--- src/rtl/fb_arbiter.sv ---
// fb_arbiter: single-port framebuffer RAM arbiter. Video fetches win
// every cycle they ask; the CPU gets the rest via valid/ready.
// Ports: clk, reset (sync, active high); vid_req/vid_addr in,
// vid_rvalid/vid_rdata out; cpu_valid/cpu_we/cpu_addr/cpu_wdata in,
// cpu_ready (comb)/cpu_rvalid/cpu_rdata out; mem_en/mem_we/mem_addr/
// mem_wdata out (registered), mem_rdata in (one cycle after mem_en);
// stall_cnt out (saturating), stall_clr in.
// Optional macro FB_ARB_WBUF_EN adds a one-entry CPU write buffer.
module fb_arbiter #(
    parameter int ADDR_W = 16,
    parameter int DATA_W = 12
) (
    input  logic              clk,
    input  logic              reset,
    input  logic              vid_req,
    input  logic [ADDR_W-1:0] vid_addr,
    output logic              vid_rvalid,
    output logic [DATA_W-1:0] vid_rdata,
    input  logic              cpu_valid,
    input  logic              cpu_we,
    input  logic [ADDR_W-1:0] cpu_addr,
    input  logic [DATA_W-1:0] cpu_wdata,
    output logic              cpu_ready,
    output logic              cpu_rvalid,
    output logic [DATA_W-1:0] cpu_rdata,
    output logic              mem_en,
    output logic              mem_we,
    output logic [ADDR_W-1:0] mem_addr,
    output logic [DATA_W-1:0] mem_wdata,
    input  logic [DATA_W-1:0] mem_rdata,
    output logic [15:0]       stall_cnt,
    input  logic              stall_clr
);

    typedef enum logic [1:0] {
        OWN_NONE = 2'd0,
        OWN_VID  = 2'd1,
        OWN_CPU  = 2'd2
    } owner_t;

    logic              iss_en;
    logic              iss_we;
    logic              acc;
    logic [ADDR_W-1:0] iss_addr;
    logic [DATA_W-1:0] iss_wdata;
    owner_t            iss_own;
    owner_t            own_q1;
    owner_t            own_q2;

`ifdef FB_ARB_WBUF_EN
    logic              wbuf_full;
    logic [ADDR_W-1:0] wbuf_addr;
    logic [DATA_W-1:0] wbuf_data;
`endif

    // Grant and RAM command for this cycle; registered onto mem_* below.
    always_comb begin
        iss_en    = 1'b0;
        iss_we    = 1'b0;
        iss_addr  = vid_addr;
        iss_wdata = cpu_wdata;
        iss_own   = OWN_NONE;
        acc       = 1'b0;
        if (vid_req) begin
            iss_en  = 1'b1;
            iss_own = OWN_VID;
        end
`ifdef FB_ARB_WBUF_EN
        else if (wbuf_full) begin
            iss_en    = 1'b1;
            iss_we    = 1'b1;
            iss_addr  = wbuf_addr;
            iss_wdata = wbuf_data;
        end else if (cpu_valid && !cpu_we) begin
            iss_en   = 1'b1;
            iss_addr = cpu_addr;
            iss_own  = OWN_CPU;
            acc      = 1'b1;
        end
        // Writes land in the buffer regardless of video traffic.
        if (cpu_valid && cpu_we && !wbuf_full) begin
            acc = 1'b1;
        end
`else
        else if (cpu_valid) begin
            iss_en   = 1'b1;
            iss_we   = cpu_we;
            iss_addr = cpu_addr;
            iss_own  = cpu_we ? OWN_NONE : OWN_CPU;
            acc      = 1'b1;
        end
`endif
    end

    // Nothing is accepted during reset, so ready stays low there too.
    assign cpu_ready = acc && !reset;

    always_ff @(posedge clk) begin
        if (reset) begin
            mem_en     <= 1'b0;
            mem_we     <= 1'b0;
            mem_addr   <= '0;
            mem_wdata  <= '0;
            own_q1     <= OWN_NONE;
            own_q2     <= OWN_NONE;
            vid_rvalid <= 1'b0;
            vid_rdata  <= '0;
            cpu_rvalid <= 1'b0;
            cpu_rdata  <= '0;
            stall_cnt  <= '0;
        end else begin
            mem_en     <= iss_en;
            mem_we     <= iss_we;
            mem_addr   <= iss_addr;
            mem_wdata  <= iss_wdata;
            own_q1     <= iss_own;
            own_q2     <= own_q1;
            // own_q2 lines up with mem_rdata of the tagged read.
            vid_rvalid <= (own_q2 == OWN_VID);
            cpu_rvalid <= (own_q2 == OWN_CPU);
            if (own_q2 == OWN_VID) begin
                vid_rdata <= mem_rdata;
            end
            if (own_q2 == OWN_CPU) begin
                cpu_rdata <= mem_rdata;
            end
            if (stall_clr) begin
                stall_cnt <= '0;
            end else if (cpu_valid && !cpu_ready
                         && stall_cnt != 16'hFFFF) begin
                stall_cnt <= stall_cnt + 16'd1;
            end
        end
    end

`ifdef FB_ARB_WBUF_EN
    always_ff @(posedge clk) begin
        if (reset) begin
            wbuf_full <= 1'b0;
            wbuf_addr <= '0;
            wbuf_data <= '0;
        end else if (!vid_req && wbuf_full) begin
            wbuf_full <= 1'b0;
        end else if (cpu_valid && cpu_we && !wbuf_full) begin
            wbuf_full <= 1'b1;
            wbuf_addr <= cpu_addr;
            wbuf_data <= cpu_wdata;
        end
    end
`endif

endmodule

--- config.mk ---
export PLATFORM = sky130hd
export DESIGN_NAME = fb_arbiter
export DESIGN_NICKNAME = d
export VERILOG_FILES = /design/src/rtl/fb_arbiter.sv
export SDC_FILE = /design/constraint.sdc
export NUM_CORES = 1
export LEC_CHECK = 0
export ABC_AREA = 1
export CORE_AREA = 5 5 131 71
export DETAILED_ROUTE_END_ITERATION = 12
export DIE_AREA = 0 0 136 76
export GPL_TIMING_DRIVEN = 0
export PLACE_DENSITY_LB_ADDON = 0.15
export SLEW_MARGIN = 20
export SYNTH_ARGS = -nofsm -noshare
export SYNTH_HDL_FRONTEND = slang
export SYNTH_SLANG_ARGS = --single-unit
--- constraint.sdc ---
create_clock -name clk -period 1.26 [get_ports clk]
set_input_delay 0.189 -clock clk [delete_from_list [all_inputs] [get_ports clk]]
set_output_delay 0.189 -clock clk [all_outputs]
set_load 0.1 [all_outputs]
==> flow_metrics.py, run 1 <==
metrics = {
    "grt": {
        "antenna_found_initial": 0,
        "grt_max_degree": 14,
        "first_global_vias": 2804,
        "grt_pass1_wl_um": 15100,
        "grt_use_total": 0.187,
        "globalRoute.totalOverflow": 0,
    },
    "synth": {
        "ys_ff_latch": 76,
        "yosysTopAreaCellShare": 0.533,
        "synth_async_sr_flop_share": 0,
        "syn_area_sq_um": 2850,
        "yosysUniqueCellTypes": 24,
        "synth-edff-count": 0,
        "ys_seq_area_frac": 0.533,
        "ys.flop_type": "dfxtp_1",
        "yosysMostFrequentCell": "nor2_1",
        "synth_area_leader_cell": "dfxtp_1",
        "synth_common_cells": "nor2_1, dfxtp_1, nand2_1",
        "synthCells": 385,
        "synth_nets": 448,
        "synth_area_per_cell_sq_um": 7.41,
        "netlist_top_cells_area": "dfxtp_1, nor2_1, o21ai_0",
        "synth_warnings": 0,
    },
    "power": {
        "power_w": 0.00620,
        "p_leak_nw": 2.09,
        "intPower_w": 0.00429,
        "seq_power_share": 0.406,
        "p_sw_w": 0.00191,
        "powerDensity_nw_per_um2": 1300,
        "p_sw_frac": 0.308,
        "peakVddDrop_uv": 687,
        "clkPwrFrac": 0.384,
        "combPwrFrac": 0.210,
    },
    "worst_setup_path": {
        "worstSetupPathType": "flop to flop",
        "cp_num_cells": 7,
        "rr_worst_depth": 7,
        "cp.arrival_ps": 1600,
        "crit_path_max_incr_delay_ps": 370,
        "slowest_stage": "dfxtp_4",
        "endpoint": "stall_cnt[8]",
        "rr_startpoint": "stall_cnt[0]",
        "critPathBufInv": 2,
        "crit_family": "flip-flops",
        "crit_chain": "ha_4 -> nand3_4 -> inv_4 -> nand4_4 -> buf_8 -> a21oi_2 -> nor2_1",
        "rr_endpoint": "stall_cnt[8]",
        "start_kind": "flop",
        "worstPathRequired_ps": 1480,
        "crit_start": "stall_cnt[0]",
        "crit_fanout": 10,
        "cp-end-kind": "flop",
        "timing.reg2reg.setup_slack_ps": -120,
    },
    "cells_and_area": {
        "final_nets": 600,
        "fin_util": 0.582,
        "drive_gt1_frac": 0.317,
        "diodes": 0,
        "n_fill_cell": 778,
        "final_area_sq_um": 4770,
        "area_growth_pct": 67.1,
        "final_cell_count_no_fill": 659,
    },
    "floorplan": {
        "fp.dieArea_sq_um": 10300,
        "num_rows": 24,
        "die_w_um": 136,
        "core_region_area_sq_um": 8200,
        "die_height_um": 76,
        "initial_utilization": 0.348,
        "io_pins": 135,
    },
    "route": {
        "viasPerCell": 4.46,
        "dr.first_iter.drc_count": 166,
        "drt-pass1-iter-count": 4,
        "ant_nets": 0,
        "drt_wl_total_um": 9580,
        "wire_per_inst_um": 14.5,
        "vias": 2936,
        "drc_errors": 0,
    },
    "clocking": {
        "numCtsBuffers": 9,
        "path_clk_slew_ps": 60,
        "htreeDepth": 3,
        "cts_tree": "done",
        "clock-root-buffer": "clkbuf_16",
        "cts.sinks": 76,
        "cts.path.max_buffers": 2,
        "clk-insertion-delay-late_ps": 330,
    },
    "placement": {
        "dp.cells": 636,
        "post-place-ws_ps": -1590,
        "dpl.hpwl_um": 7300,
        "port_buffers": 134,
        "place.gp.congestion": 0.916,
        "placement.cell_area_sq_um": 4510,
    },
    "run_status": {
        "status": "finished with violations",
        "violations": "negative setup slack",
    },
    "timing": {
        "fin_crit_ps": 1380,
        "tightest_slew_ps": 507,
        "drv_slew": 0,
        "rsz0062_at_grt": "yes",
        "fin_ws_ps": -121,
        "max_freq_mhz": 724,
        "finalSetupViolCount": 16,
        "fin_skew_ps": 5.36,
        "min_period_over_period": 1.10,
        "slew_headroom": 0.662,
        "final-hold-violation-count": 0,
    },
    "min_path": {
        "hold_path.startpoint": "cpu_valid",
        "min_path_type": "input pin to flop",
        "holdPathStages": 3,
    },
    "job": {
        "cap_viol_max_count": 0,
    },
}
-- worst min-delay path: stages --
cell	delay [ps]
buf_6	120
inv_12	50
a21oi_1	50
-- worst min-delay path by stage --
| stage | end | slack, ps |
|---|---|---|
| 2_1_floorplan | own_q1[1] | 270 |
| 3_3_place_gp | own_q2[1] | 400 |
| 3_5_place_dp | own_q2[1] | 400 |
| 4_1_cts | own_q1[0] | 150 |
| 5_1_grt | mem_en | 130 |
| 6_report | mem_en | 130 |
-- flip-flops by register name (all words and copies together), names as in the netlist --
name	cells
mem_wdata	12
mem_we	1
own_q2	2
own_q1	2
cpu_rvalid	1
mem_addr	16
cpu_rdata	12
stall_cnt	16
mem_en	1
vid_rdata	12
vid_rvalid	1
-- placed cells by master, fill, tap and decap left out, drive strengths merged --
cell / Yosys / final
a21oi: 13 / 13
and3: 1 / 1
buf: 3 / 69
clkbuf: 12 / 40
clkdlybuf4s50: 0 / 58
clkinv: 0 / 5
dfxtp: 76 / 76
dlygate4sd2: 0 / 1
ha: 1 / 1
inv: 34 / 33
nand2: 45 / 45
nand3: 17 / 17
nand3b: 1 / 1
nand4: 1 / 1
nor2: 136 / 136
nor3: 1 / 1
o21ai: 42 / 42
or2: 1 / 1
xor2: 1 / 1
-- through the flow --
| stage | hold slack (ps) | setup TNS, ps |
|---|---|---|
| final | 126 | -1560 |
| after detailed placement | 397 | -53470 |
| after global routing | 126 | -2640 |
| after CTS | 149 | -1280 |
| after floorplan | 266 | -3560 |
| after global placement | 405 | -52310 |
-- repair_timing --
item,4_1_cts,5_1_grt
gates cloned,1,0
setup buffers,5,3
pin swaps,3,6
endpoints found under the setup margin,119,57
gates resized for setup,446,42
hold buffers,0,0
-- cells by family (layout without fill, tap and decap cells) --
family,after synthesis,in the layout,share of synthesized area
simple gates,203,203,0.293
flops,76,76,0.533
compound gates,55,55,0.0978
buf+inv,49,206,0.0688
fa+ha+maj,1,1,0.00438
xor+xnor,1,1,0.00307
-- cell type report --
class	instances	area [sq um]	area share
sequential	76	1600	0.335
multi-input combinational	260	1250	0.263
timing repair buffer	143	1240	0.260
clock buffer	12	258	0.0540
inverter	34	148	0.0310
tap	117	146	0.0307
buffer	13	103	0.0215
clock inverter	4	22.5	0.00472
-- layer usage --
metal	up-vias	part of all wire	global-route usage
li1	1510	-	-
met1	1300	0.47	0.259
met2	119	0.42	0.271
met3	7	0.10	0.0719
met4	0	0.0083	0.0503
met5	-	0	0
-- power groups by stage --
stage	Combinational [W]	Sequential [W]	Clock, W
after floorplan	0.000190	0.00324	0
after global placement	0.00131	0.00256	0
after detailed placement	0.00132	0.00257	0
after CTS	0.00128	0.00252	0.00245
after global routing	0.00136	0.00253	0.00257
final	0.00130	0.00252	0.00238
Power figures use the tool's default switching activity.
==> inputs of run 2 (changes only) <==
--- a/config.mk
+++ b/config.mk
@@ -15,3 +15,4 @@
 export SYNTH_ARGS = -nofsm -noshare
 export SYNTH_HDL_FRONTEND = slang
 export SYNTH_SLANG_ARGS = --single-unit
+export TNS_END_PERCENT = 30
==> run 2 against run 1 <==
Net effect:
- clock skew about the same
- highest routed layer unchanged
- the run still ends with negative setup slack left
- cell count increased by 0.91%
- critical path depth rose by 2
- sequential share of layout area fell by 1.3 points
- final area up 3.0%
- clock power rose by 26%
- sequential cell count unchanged
- critical path type unchanged
- largest cell class unchanged
- utilization is 1.7 points higher
- clock-buffer cell count is 2 higher
- worst hold slack gained 180 ps
- global-route usage decreased by 0.78 points
- largest power group is now clock
- maximum frequency is 2.1% lower
==> flow_metrics.py, run 2 (synthesis results as in run 1) <==
metrics = {
    "floorplan": {
        "core_region_area_sq_um": 8200,
        "io_pins": 135,
        "die_w_um": 136,
        "die_height_um": 76,
        "initial_utilization": 0.348,
        "num_rows": 24,
        "fp.dieArea_sq_um": 10300,
    },
    "worst_setup_path": {
        "start_kind": "flop",
        "crit_chain": "ha_4 -> nand3_4 -> inv_4 -> nand4_4 -> buf_12 -> clkbuf_16 -> nand3_1 -> nand2_1 -> nor2_1",
        "rr_worst_depth": 9,
        "timing.reg2reg.setup_slack_ps": -150,
        "rr_endpoint": "stall_cnt[5]",
        "critPathBufInv": 3,
        "crit_start": "stall_cnt[1]",
        "worstPathRequired_ps": 1520,
        "endpoint": "stall_cnt[5]",
        "worstSetupPathType": "flop to flop",
        "crit_path_max_incr_delay_ps": 370,
        "crit_fanout": 5,
        "cp.arrival_ps": 1670,
        "cp-end-kind": "flop",
        "cp_num_cells": 9,
        "crit_family": "simple AND/OR/NAND/NOR gates",
        "rr_startpoint": "stall_cnt[1]",
        "slowest_stage": "dfxtp_4",
    },
    "route": {
        "wire_per_inst_um": 13.9,
        "drt_wl_total_um": 9270,
        "vias": 2974,
        "dr.first_iter.drc_count": 244,
        "viasPerCell": 4.47,
        "ant_nets": 0,
        "drc_errors": 0,
        "drt-pass1-iter-count": 4,
    },
    "grt": {
        "met3_usage": 0.0877,
        "first_global_vias": 2883,
        "globalRoute.totalOverflow": 0,
        "grt_use_total": 0.179,
        "busiest_layer": "met2",
        "grt_pass1_wl_um": 14700,
        "grt.met1_usage": 0.235,
        "grt_max_degree": 18,
        "antenna_found_initial": 0,
        "grt.met2_usage": 0.260,
    },
    "timing": {
        "fin_skew_ps": 5.60,
        "max_freq_mhz": 709,
        "finalSetupViolCount": 16,
        "final-hold-violation-count": 0,
        "rsz0062_at_grt": "yes",
        "fin_crit_ps": 1410,
        "fin_ws_ps": -151,
        "drv_slew": 0,
        "tightest_slew_ps": 464,
        "slew_headroom": 0.691,
        "min_period_over_period": 1.12,
    },
    "cells_and_area": {
        "drive_gt1_frac": 0.299,
        "final_cell_count_no_fill": 665,
        "final_nets": 606,
        "area_growth_pct": 72.1,
        "mostFrequentLayoutCells": "nor2_1, buf_4, dfxtp_1",
        "final_area_sq_um": 4910,
        "final_common_cell": "nor2_1",
        "diodes": 0,
        "reg_top3": "mem_addr x16, stall_cnt x16",
    },
    "clocking": {
        "ctsHoldBuffers": 0,
        "numCtsBuffers": 9,
        "clk-insertion-delay-late_ps": 330,
        "path_clk_slew_ps": 60,
        "cts_tree": "done",
        "cts.sinks": 76,
        "htreeDepth": 3,
        "clock-root-buffer": "clkbuf_16",
        "cts.path.max_buffers": 2,
    },
    "job": {
        "cap_viol_max_count": 0,
    },
    "placement": {
        "placement.cell_area_sq_um": 4460,
        "place.gp.congestion": 0.830,
        "post-place-ws_ps": -1730,
        "dpl.hpwl_um": 6920,
        "port_buffers": 134,
        "dp.cells": 636,
    },
    "run_status": {
        "violations": "negative setup slack",
        "status": "finished with violations",
    },
    "power": {
        "powerDensity_nw_per_um2": 1380,
        "power_w": 0.00679,
        "peakVddDrop_uv": 810,
        "p_leak_nw": 2.18,
    },
    "min_path": {
        "min_path_type": "input pin to flop",
    },
}
==> run 2: repair_timing <==
| item | 4_1_cts | 5_1_grt |
|---|---|---|
| endpoints found under the setup margin | 100 | 51 |
| gates cloned | 1 | 1 |
| gates resized for setup | 447 | 36 |
| setup buffers | 9 | 4 |
| pin swaps | 5 | 12 |
==> run 2: worst min-delay path by stage <==
stage                    from   endpoint  slack (ps)  cells after the start
floorplan              cpu_we  own_q1[1]         270                      1
global placement    own_q1[0]  own_q2[0]         390                      2
detailed placement  own_q1[0]  own_q2[0]         400                      2
CTS                 cpu_valid     mem_en         290                      3
global route        cpu_valid     mem_en         300                      3
finish              cpu_valid     mem_en         310                      3
==> run 2: power breakdown <==
group          switching, W  leakage (nW)  internal, W
clock              0.000957         0.173      0.00203
sequential        0.0000405         0.636      0.00247
combinational      0.000934          1.37     0.000360
==> run 2: worst reg2reg max path, stage by stage (launching register included) <==
cell and delay, ps:
dfxtp_4 370, ha_4 150, nand3_4 80, inv_4 70, nand4_4 140, buf_12 180
clkbuf_16 150, nand3_1 60, nand2_1 50, nor2_1 90
==> run 2: metal layers <==
| metal | vias to the layer above | wire (um) |
|---|---|---|
| li1 | 1518 | - |
| met1 | 1320 | 4190 |
| met2 | 129 | 3870 |
| met3 | 7 | 1130 |
| met4 | 0 | 78 |
| met5 | - | 0 |
==> run 2: layout make-up <==
cell class,instances,area [sq um]
fillers,787,3290
flip-flops and latches,76,1580
repair buffers,149,1340
multi-input cells,260,1260
clock buffers,14,297
well taps,117,146
inverters,34,135
plain buffers,13,91.3
clock inverters,2,60.1
==> run 2: per-stage QoR <==
step	setup TNS (ps)	utilization	hold WS, ps
after floorplan	-4030	-	266
after global placement	-52750	0.544	394
after detailed placement	-53710	0.544	396
after CTS	-1370	0.582	293
after global routing	-2940	0.599	301
final	-1900	0.599	310
